**config.mk**
```make
export PLATFORM = sky130hd
export DESIGN_NAME = hazard_sched
export DESIGN_NICKNAME = d
export VERILOG_FILES = /design/src/rtl/hazard_sched.sv
export SDC_FILE = /design/constraint.sdc
export NUM_CORES = 1
export LEC_CHECK = 0
export ABC_AREA = 1
export ABC_CLOCK_PERIOD_IN_PS = 5200
export CORE_MARGIN = 2
export CORE_UTILIZATION = 54
export DETAILED_ROUTE_END_ITERATION = 10
export PLACE_DENSITY_LB_ADDON = 0.08
export SETUP_SLACK_MARGIN = 0.15
export SLEW_MARGIN = 30
export SYNTH_ARGS = -nofsm -noshare
export SYNTH_HDL_FRONTEND = slang
export SYNTH_SLANG_ARGS = --single-unit
```
**constraint.sdc**
```tcl
create_clock -name clk -period 5.2 [get_ports clk]
set_input_delay 1.04 -clock clk [delete_from_list [all_inputs] [get_ports clk]]
set_output_delay 1.04 -clock clk [all_outputs]
set_load 0.01 [all_outputs]
```
**src/rtl/hazard_sched.sv**
```systemverilog
// rtl/hazard_sched.sv - pipeline hazard scheduler for the 5-stage MIPS core
//
// Purpose: decides, every cycle, whether the front end advances, whether the
// ID decoder emits a bubble, which stages are squashed, and whether the back
// end is frozen waiting for data memory. A stuck memory access ends in a
// sticky error state that only reset leaves.
//
// Ports:
//   clk, rst_n             clock (rising edge), asynchronous active-low reset
//   id_rs, id_rt           source registers of the instruction in ID
//   id_uses_rt             ID instruction reads rt (add/sub/beq/sw)
//   ex_memread, ex_rt      EX instruction is lw, and its destination rt
//   ex_branch_taken        beq in EX resolved taken
//   id_jump                ID instruction is j
//   mem_req, mem_ack       MEM stage access request / memory completion
//   PC_Write, IFID_Write   front-end write enables
//   Control_Write          0 = ID decoder emits a bubble into ID/EX
//   IF_Flush, EX_Flush     squash IF/ID, ID/EX contents
//   MEM_Hold               freeze EX/MEM and MEM/WB
//   mem_timeout            sticky memory-timeout error flag
//   stall_cnt              saturating count of cycles with PC_Write=0

module hazard_sched #(
    parameter int MEM_TIMEOUT = 15,
    parameter int CNT_W       = 16
) (
    input  logic             clk,
    input  logic             rst_n,
    input  logic [4:0]       id_rs,
    input  logic [4:0]       id_rt,
    input  logic             id_uses_rt,
    input  logic             ex_memread,
    input  logic [4:0]       ex_rt,
    input  logic             ex_branch_taken,
    input  logic             id_jump,
    input  logic             mem_req,
    input  logic             mem_ack,
    output logic             PC_Write,
    output logic             IFID_Write,
    output logic             Control_Write,
    output logic             IF_Flush,
    output logic             EX_Flush,
    output logic             MEM_Hold,
    output logic             mem_timeout,
    output logic [CNT_W-1:0] stall_cnt
);

    typedef enum logic [1:0] {
        RUN      = 2'd0,
        MEM_WAIT = 2'd1,
        ERR      = 2'd2
    } state_t;

    // wait_q holds the number of unacknowledged cycles already spent; the
    // cycle that would make it reach MEM_TIMEOUT goes to ERR instead.
    localparam logic [7:0] LAST_WAIT = 8'(MEM_TIMEOUT - 1);

    state_t           state_q, state_d;
    logic [7:0]       wait_q, wait_d;
    logic [CNT_W-1:0] cnt_q;

    logic memstall;
    logic loaduse;
    logic pc_we, ifid_we, ctrl_we, if_fl, ex_fl, hold, tmo;

    assign memstall = mem_req & ~mem_ack;
    // r0 is hard-wired zero, so a lw targeting it never creates a dependency.
    assign loaduse  = ex_memread & (ex_rt != 5'd0) &
                      ((ex_rt == id_rs) | (id_uses_rt & (ex_rt == id_rt)));

    always_comb begin
        pc_we   = 1'b1;
        ifid_we = 1'b1;
        ctrl_we = 1'b1;
        if_fl   = 1'b0;
        ex_fl   = 1'b0;
        hold    = 1'b0;
        tmo     = 1'b0;
        state_d = state_q;
        wait_d  = wait_q;
        case (state_q)
            RUN: begin
                if (memstall) begin
                    pc_we   = 1'b0;
                    ifid_we = 1'b0;
                    ctrl_we = 1'b0;
                    hold    = 1'b1;
                    wait_d  = 8'd1;
                    state_d = (MEM_TIMEOUT == 1) ? ERR : MEM_WAIT;
                end else if (ex_branch_taken) begin
                    // The ID instruction is squashed, so a load-use on it is moot.
                    if_fl = 1'b1;
                    ex_fl = 1'b1;
                end else if (loaduse) begin
                    // Jump in ID waits; it is seen again once the bubble passes.
                    pc_we   = 1'b0;
                    ifid_we = 1'b0;
                    ctrl_we = 1'b0;
                end else if (id_jump) begin
                    if_fl = 1'b1;
                end
            end
            MEM_WAIT: begin
                // Frozen even in the ack cycle; branch flushes wait for RUN.
                pc_we   = 1'b0;
                ifid_we = 1'b0;
                ctrl_we = 1'b0;
                hold    = 1'b1;
                if (mem_ack) begin
                    state_d = RUN;
                    wait_d  = 8'd0;
                end else if (wait_q == LAST_WAIT) begin
                    state_d = ERR;
                end else begin
                    wait_d = wait_q + 8'd1;
                end
            end
            ERR: begin
                pc_we   = 1'b0;
                ifid_we = 1'b0;
                ctrl_we = 1'b0;
                hold    = 1'b1;
                tmo     = 1'b1;
            end
            default: begin
                state_d = RUN;
                wait_d  = 8'd0;
            end
        endcase
    end

    // Outputs are forced low while reset is asserted, independent of state.
    assign PC_Write      = rst_n & pc_we;
    assign IFID_Write    = rst_n & ifid_we;
    assign Control_Write = rst_n & ctrl_we;
    assign IF_Flush      = rst_n & if_fl;
    assign EX_Flush      = rst_n & ex_fl;
    assign MEM_Hold      = rst_n & hold;
    assign mem_timeout   = rst_n & tmo;
    assign stall_cnt     = cnt_q;

    always_ff @(posedge clk or negedge rst_n) begin
        if (!rst_n) begin
            state_q <= RUN;
            wait_q  <= 8'd0;
            cnt_q   <= '0;
        end else begin
            state_q <= state_d;
            wait_q  <= wait_d;
            if (!pc_we && (cnt_q != {CNT_W{1'b1}})) begin
                cnt_q <= cnt_q + 1'b1;
            end
        end
    end

endmodule

```
==> results.sh, run 1 <==
export IMPL_rsz0062_at_grt="false"
export IMPL_wl_met2_mm=2.04
export IMPL_postLayoutSetupSlackWorst_ns=1.07
export IMPL_clk_path_buf_depth=2
export IMPL_final_common_cell="nand2_1"
export IMPL_synth_cells=295
export IMPL_pre_cts_ws_ns=1.05
export IMPL_area_growth_synth_to_final_pct=27.0
export IMPL_gr_total_overflow=0
export IMPL_setup_viol=0
export IMPL_syn_area_per_cell_um2=6.82
export IMPL_drive_gt1_frac=0.0503
export IMPL_grt_pass1_wl_mm=8.22
export IMPL_grt_use_total=0.244
export IMPL_ys_seq_area_frac=0.323
export IMPL_yosysWarnings=0
export IMPL_cellLeakagePower_uw=0.00129
export IMPL_most_common_layout_cells="98 x nand2_1, 47 x inv_1, 45 x clkdlybuf4s50_1, 26 x dfrtp_1, 24 x nand4_1"
export IMPL_core_um2=3630
export IMPL_r2r_slack_ns=3.11
export IMPL_num_io_pins=46
export IMPL_clock_sinks=26
export IMPL_nets=369
export IMPL_grt_pass1_vias=1877
export IMPL_path_depth=6
export IMPL_wl_met3_um=344
export IMPL_worst_path_buf_inv=2
export IMPL_drc=0
export IMPL_rr_worst_depth=7
export IMPL_hold_slack_ns=0.491
export IMPL_tritoncts="done"
export IMPL_fmax_mhz=242
export IMPL_worstSetupStartpointType="primary input"
export IMPL_drt_wirelength_per_cell_um=11.8
export IMPL_cp_cell_sequence="clkdlybuf4s50_1 > nor2_1 > nor2_1 > nand2_2 > a21oi_1 > clkdlybuf4s50_1"
export IMPL_hold_buffers=0
export IMPL_place_hpwl_mm=3.52
export IMPL_insertion_delay_ns=0.28
export IMPL_wl_met1_mm=2.18
export IMPL_dr_pass1_iters=4
export IMPL_min_period_ns=4.13
export IMPL_synth_net_count=325
export IMPL_placement_io_buffers=45
export IMPL_arrival_ns=3.09
export IMPL_die_h_um=65.1
export IMPL_dieWidth_um=65.1
export IMPL_num_rows=22
export IMPL_peakVddDrop_mv=0.216
export IMPL_cts_resized=0
export IMPL_critPathLaunch="mem_ack"
export IMPL_initial_core_util=0.554
export IMPL_antenna_left=0
export IMPL_synth_ff_latch_count=26
export IMPL_hold_violations=0
export IMPL_hold_path_class="flip-flop to flip-flop"
export IMPL_cap_violations=0
export IMPL_post_route_period_util=0.793
export IMPL_cts_root_buffer="clkbuf_8"
export IMPL_numCtsBuffers=3
export IMPL_slew_viol_final=0
export IMPL_drt_wl_total_mm=4.57
export IMPL_clock_skew_ns=0.00987
export IMPL_tightest_slew_ns=0.631
export IMPL_drt_iter0_drc=95
export IMPL_num_vias=1976
export IMPL_path_max_fanout=18
export IMPL_cp_required_ns=4.16
export IMPL_via_per_inst=5.12
export IMPL_fp_dieArea_um2=4230
export IMPL_netlist_area_um2=2010
export IMPL_crit_family="buffers and inverters"
export IMPL_antenna_found_initial=0
export IMPL_synth_edf_count=0
export IMPL_relSlewSlack=0.579
export IMPL_clk_pin_slew_worst_paths_ns=0.09
export IMPL_critPathKind="primary input to primary output"
export IMPL_max_stage_delay_ns=0.59
export IMPL_p_per_area_nw_per_um2=316
export IMPL_async_reset_ff_frac=1.00
export IMPL_endpoint="Control_Write"
export IMPL_top_layer="met4"
export IMPL_timing_rr_end="stall_cnt[3]"
export IMPL_gp_congestion=0.852
export IMPL_postCtsSetupRepairBufs=0
export IMPL_tns_ns=0
export IMPL_diodes=0
export IMPL_end_kind="primary output"
export IMPL_grt_max_degree=19
export IMPL_reg2reg_from="state_q[1]"
export IMPL_ys_dominant_reg_cell="dfrtp_1"
export IMPL_status="complete, no violations"
export IMPL_synth_cell_types=33
export IMPL_htree_levels=1
export IMPL_cp_slowest_cell="clkdlybuf4s50_1"
[where the power goes]
part / switching (µW) / leakage [µW] / internal, µW
logic: 214 / 0.000901 / 146
registers: 43.5 / 0.000352 / 236
clock network: 65.7 / 0.0000357 / 103
[cell families (layout without fill, tap and decap cells)]
family	count (synthesis)	in the layout	share of synthesized area
AND/OR/NAND/NOR	176	176	0.410
AO/OA/AOI/OAI	17	17	0.0510
adder cells (fa/ha/maj)	7	7	0.0435
XOR/XNOR	14	14	0.0609
flip-flops	26	26	0.323
buffers and inverters	55	98	0.112
[layout make-up]
type	count	area (µm²)
Clock buffer	3	41.3
Multi-Input combinational cell	214	1140
Tap cell	48	60.1
Inverter	48	180
Sequential cell	26	651
Timing Repair Buffer	46	458
Fill cell	323	1080
Clock inverter	1	30.0
[cells in the mapped netlist (2+ instances only)]
cell | number | share of area
nand2_1 | 98 | 0.18
xor2_1 | 12 | 0.052
a21oi_1 | 5 | 0.012
nand3_2 | 2 | 0.0099
buf_2 | 3 | 0.0075
xnor2_1 | 2 | 0.0087
dfrtp_1 | 26 | 0.32
nand3_1 | 16 | 0.040
inv_1 | 47 | 0.088
nand2_2 | 2 | 0.0062
nor2_1 | 22 | 0.041
nand4_1 | 24 | 0.075
o21ai_0 | 6 | 0.015
ha_1 | 7 | 0.044
nor3_1 | 3 | 0.0075
buf_4 | 2 | 0.0075
nor2_4 | 2 | 0.011
[worst min-delay path, stage by stage, from the launching register on]
cell and delay (ns):
dfrtp_1 0.35, nand2_1 0.05, o21ai_0 0.06
[per-stage QoR]
stage,power (µW),cell area [µm²],std cells,util
2_1_floorplan,522,2010,295,-
3_3_place_gp,634,2490,382,0.684
3_5_place_dp,646,2490,382,0.684
4_1_cts,815,2560,386,0.704
5_1_grt,875,2560,386,0.704
6_report,809,2560,386,0.704
[routing by layer]
metal  track usage  vias to the layer above
li1              -                     1025
met1         0.355                      887
met3        0.0295                        2
met5             0                        -
met4        0.0417                        0
met2         0.398                       62
[registers in the layout (all words and copies together), names as in the netlist]
name	count
stall_cnt	16
state_q	2
wait_q	8
[how the worst min path moves through the flow]
stage	to	cells after the start	start	slack, ns
2_1_floorplan	wait_q[7]	2	wait_q[7]	0.45
3_3_place_gp	wait_q[7]	2	wait_q[7]	0.47
3_5_place_dp	wait_q[7]	2	wait_q[7]	0.47
4_1_cts	wait_q[7]	2	wait_q[7]	0.50
5_1_grt	wait_q[7]	2	wait_q[7]	0.57
6_report	wait_q[7]	2	wait_q[7]	0.49
Note: power is estimated with default switching activity, not from simulation.
==> run 2, diff against run 1 <==
--- a/config.mk
+++ b/config.mk
@@ -6,9 +6,9 @@
 export NUM_CORES = 1
 export LEC_CHECK = 0
 export ABC_AREA = 1
-export ABC_CLOCK_PERIOD_IN_PS = 5200
+export ABC_CLOCK_PERIOD_IN_PS = 4300
 export CORE_MARGIN = 2
-export CORE_UTILIZATION = 54
+export CORE_UTILIZATION = 51
 export DETAILED_ROUTE_END_ITERATION = 10
 export PLACE_DENSITY_LB_ADDON = 0.08
 export SETUP_SLACK_MARGIN = 0.15
==> constraint.sdc (replaced) <==
create_clock -name clk -period 4.3 [get_ports clk]
set_input_delay 0.86 -clock clk [delete_from_list [all_inputs] [get_ports clk]]
set_output_delay 0.86 -clock clk [all_outputs]
set_load 0.01 [all_outputs]
==> results.sh, run 2 (synthesis gave the netlist of run 1 again) <==
export IMPL_hold_path_class="flip-flop to flip-flop"
export IMPL_cts_root_buffer="clkbuf_8"
export IMPL_die_h_um=66.8
export IMPL_area_growth_synth_to_final_pct=27.4
export IMPL_peakVddDrop_mv=0.345
export IMPL_hold_violations=0
export IMPL_end_kind="primary output"
export IMPL_final_common_cell="nand2_1"
export IMPL_tns_ns=0
export IMPL_via_per_inst=5.18
export IMPL_clock_skew_ns=0.00669
export IMPL_final_cell_count_no_fill=387
export IMPL_wl_met2_mm=2.02
export IMPL_fp_dieArea_um2=4470
export IMPL_num_io_pins=46
export IMPL_tightest_slew_ns=0.584
export IMPL_seq_area_um2=651
export IMPL_cellLeakagePower_uw=0.00129
export IMPL_arrival_ns=2.92
export IMPL_p_per_area_nw_per_um2=382
export IMPL_relSlewSlack=0.610
export IMPL_grt_use_total=0.229
export IMPL_initial_core_util=0.542
export IMPL_cp_required_ns=3.44
export IMPL_num_rows=22
export IMPL_clk_path_buf_depth=2
export IMPL_hold_slack_ns=0.496
export IMPL_rsz0062_at_grt="false"
export IMPL_gr_total_overflow=0
export IMPL_grt_max_degree=20
export IMPL_antenna_found_initial=0
export IMPL_drt_wl_total_mm=4.57
export IMPL_path_max_fanout=18
export IMPL_post_route_util=0.690
export IMPL_placed_area_um2=2490
export IMPL_largest_reg_flops=16
export IMPL_drc=0
export IMPL_num_vias=2003
export IMPL_stdcell_area_um2=2560
export IMPL_numCtsBuffers=3
export IMPL_cap_violations=0
export IMPL_drt_iter0_drc=69
export IMPL_fillers=335
export IMPL_critPathKind="primary input to primary output"
export IMPL_antenna_left=0
export IMPL_min_period_ns=3.78
export IMPL_grt_pass1_vias=1812
export IMPL_slew_viol_final=0
export IMPL_postCtsSetupRepairBufs=0
export IMPL_grt_pass1_wl_mm=7.89
export IMPL_core_um2=3720
export IMPL_drive_gt1_frac=0.0531
export IMPL_cts_resized=0
export IMPL_place_hpwl_mm=3.47
export IMPL_setup_viol=0
export IMPL_gp_congestion=0.879
export IMPL_diodes=0
export IMPL_post_route_period_util=0.880
export IMPL_placement_io_buffers=45
export IMPL_drt_wirelength_per_cell_um=11.8
export IMPL_wl_met1_mm=2.13
export IMPL_worstSetupStartpointType="primary input"
export IMPL_top_layer="met4"
export IMPL_clock_sinks=26
export IMPL_wl_met3_um=372
export IMPL_place_inst=383
export IMPL_dr_pass1_iters=7
export IMPL_most_common_layout_cells="98 x nand2_1, 47 x inv_1, 45 x clkdlybuf4s50_1, 26 x dfrtp_1, 24 x nand4_1"
export IMPL_tritoncts="done"
export IMPL_hold_buffers=0
export IMPL_fmax_mhz=264
export IMPL_dieWidth_um=66.8
export IMPL_nets=370
export IMPL_htree_levels=1
export IMPL_multiInputGateArea_um2=1140
export IMPL_status="complete, no violations"
export IMPL_clk_pin_slew_worst_paths_ns=0.09
export IMPL_insertion_delay_ns=0.27
[run 2: cell types whose count changed in the layout (fill, tap and decap cells not counted), sizes merged]
cell	before	now
buf	1	2
[run 2: path summary, 6_finish.rpt]
path | slack [ns] | cells past startpoint | start | endpoint
setup / recovery | 0.52 | 6 | mem_ack | Control_Write
setup reg to reg | 2.23 | 8 | state_q[0] | wait_q[1]
hold / removal | 0.50 | 2 | wait_q[7] | wait_q[7]
max in group asynchronous | 2.88 | 3 | rst_n | state_q[0]
min in group asynchronous | 0.96 | 2 | rst_n | stall_cnt[13]
hold reg to reg | 0.50 | 2 | wait_q[7] | wait_q[7]
[run 2: cell type report]
type                            instances  area share
Multi-Input combinational cell        214       0.443
Clock buffer                            3      0.0161
Sequential cell                        26       0.254
Tap cell                               48      0.0234
Inverter                               48      0.0702
Clock inverter                          1      0.0117
Timing Repair Buffer                   47       0.181
[run 2: critical path, stage by stage]
cell,delay (ns)
clkdlybuf4s50_1,0.59
nor2_1,0.11
nor2_1,0.20
nand2_2,0.26
a21oi_1,0.31
clkdlybuf4s50_1,0.59
[run 2: routing by layer]
layer  vias up  GRT usage
met4         0     0.0510
met3         6     0.0355
met5         -          0
met2        71      0.375
met1       896      0.320
li1       1030          -
[run 2: report_power, final]
group	switching, µW	internal [µW]	leakage [µW]
combinational	259	177	0.000906
clock	80.0	125	0.0000357
sequential	53.1	286	0.000352
total	392	587	0.00129
[run 2: stage by stage]
step	total power, µW	worst slack [ns]
floorplan	631	1.43
global placement	770	0.571
detailed placement	781	0.493
CTS	990	0.489
global route	1060	0.287
finish	979	0.516
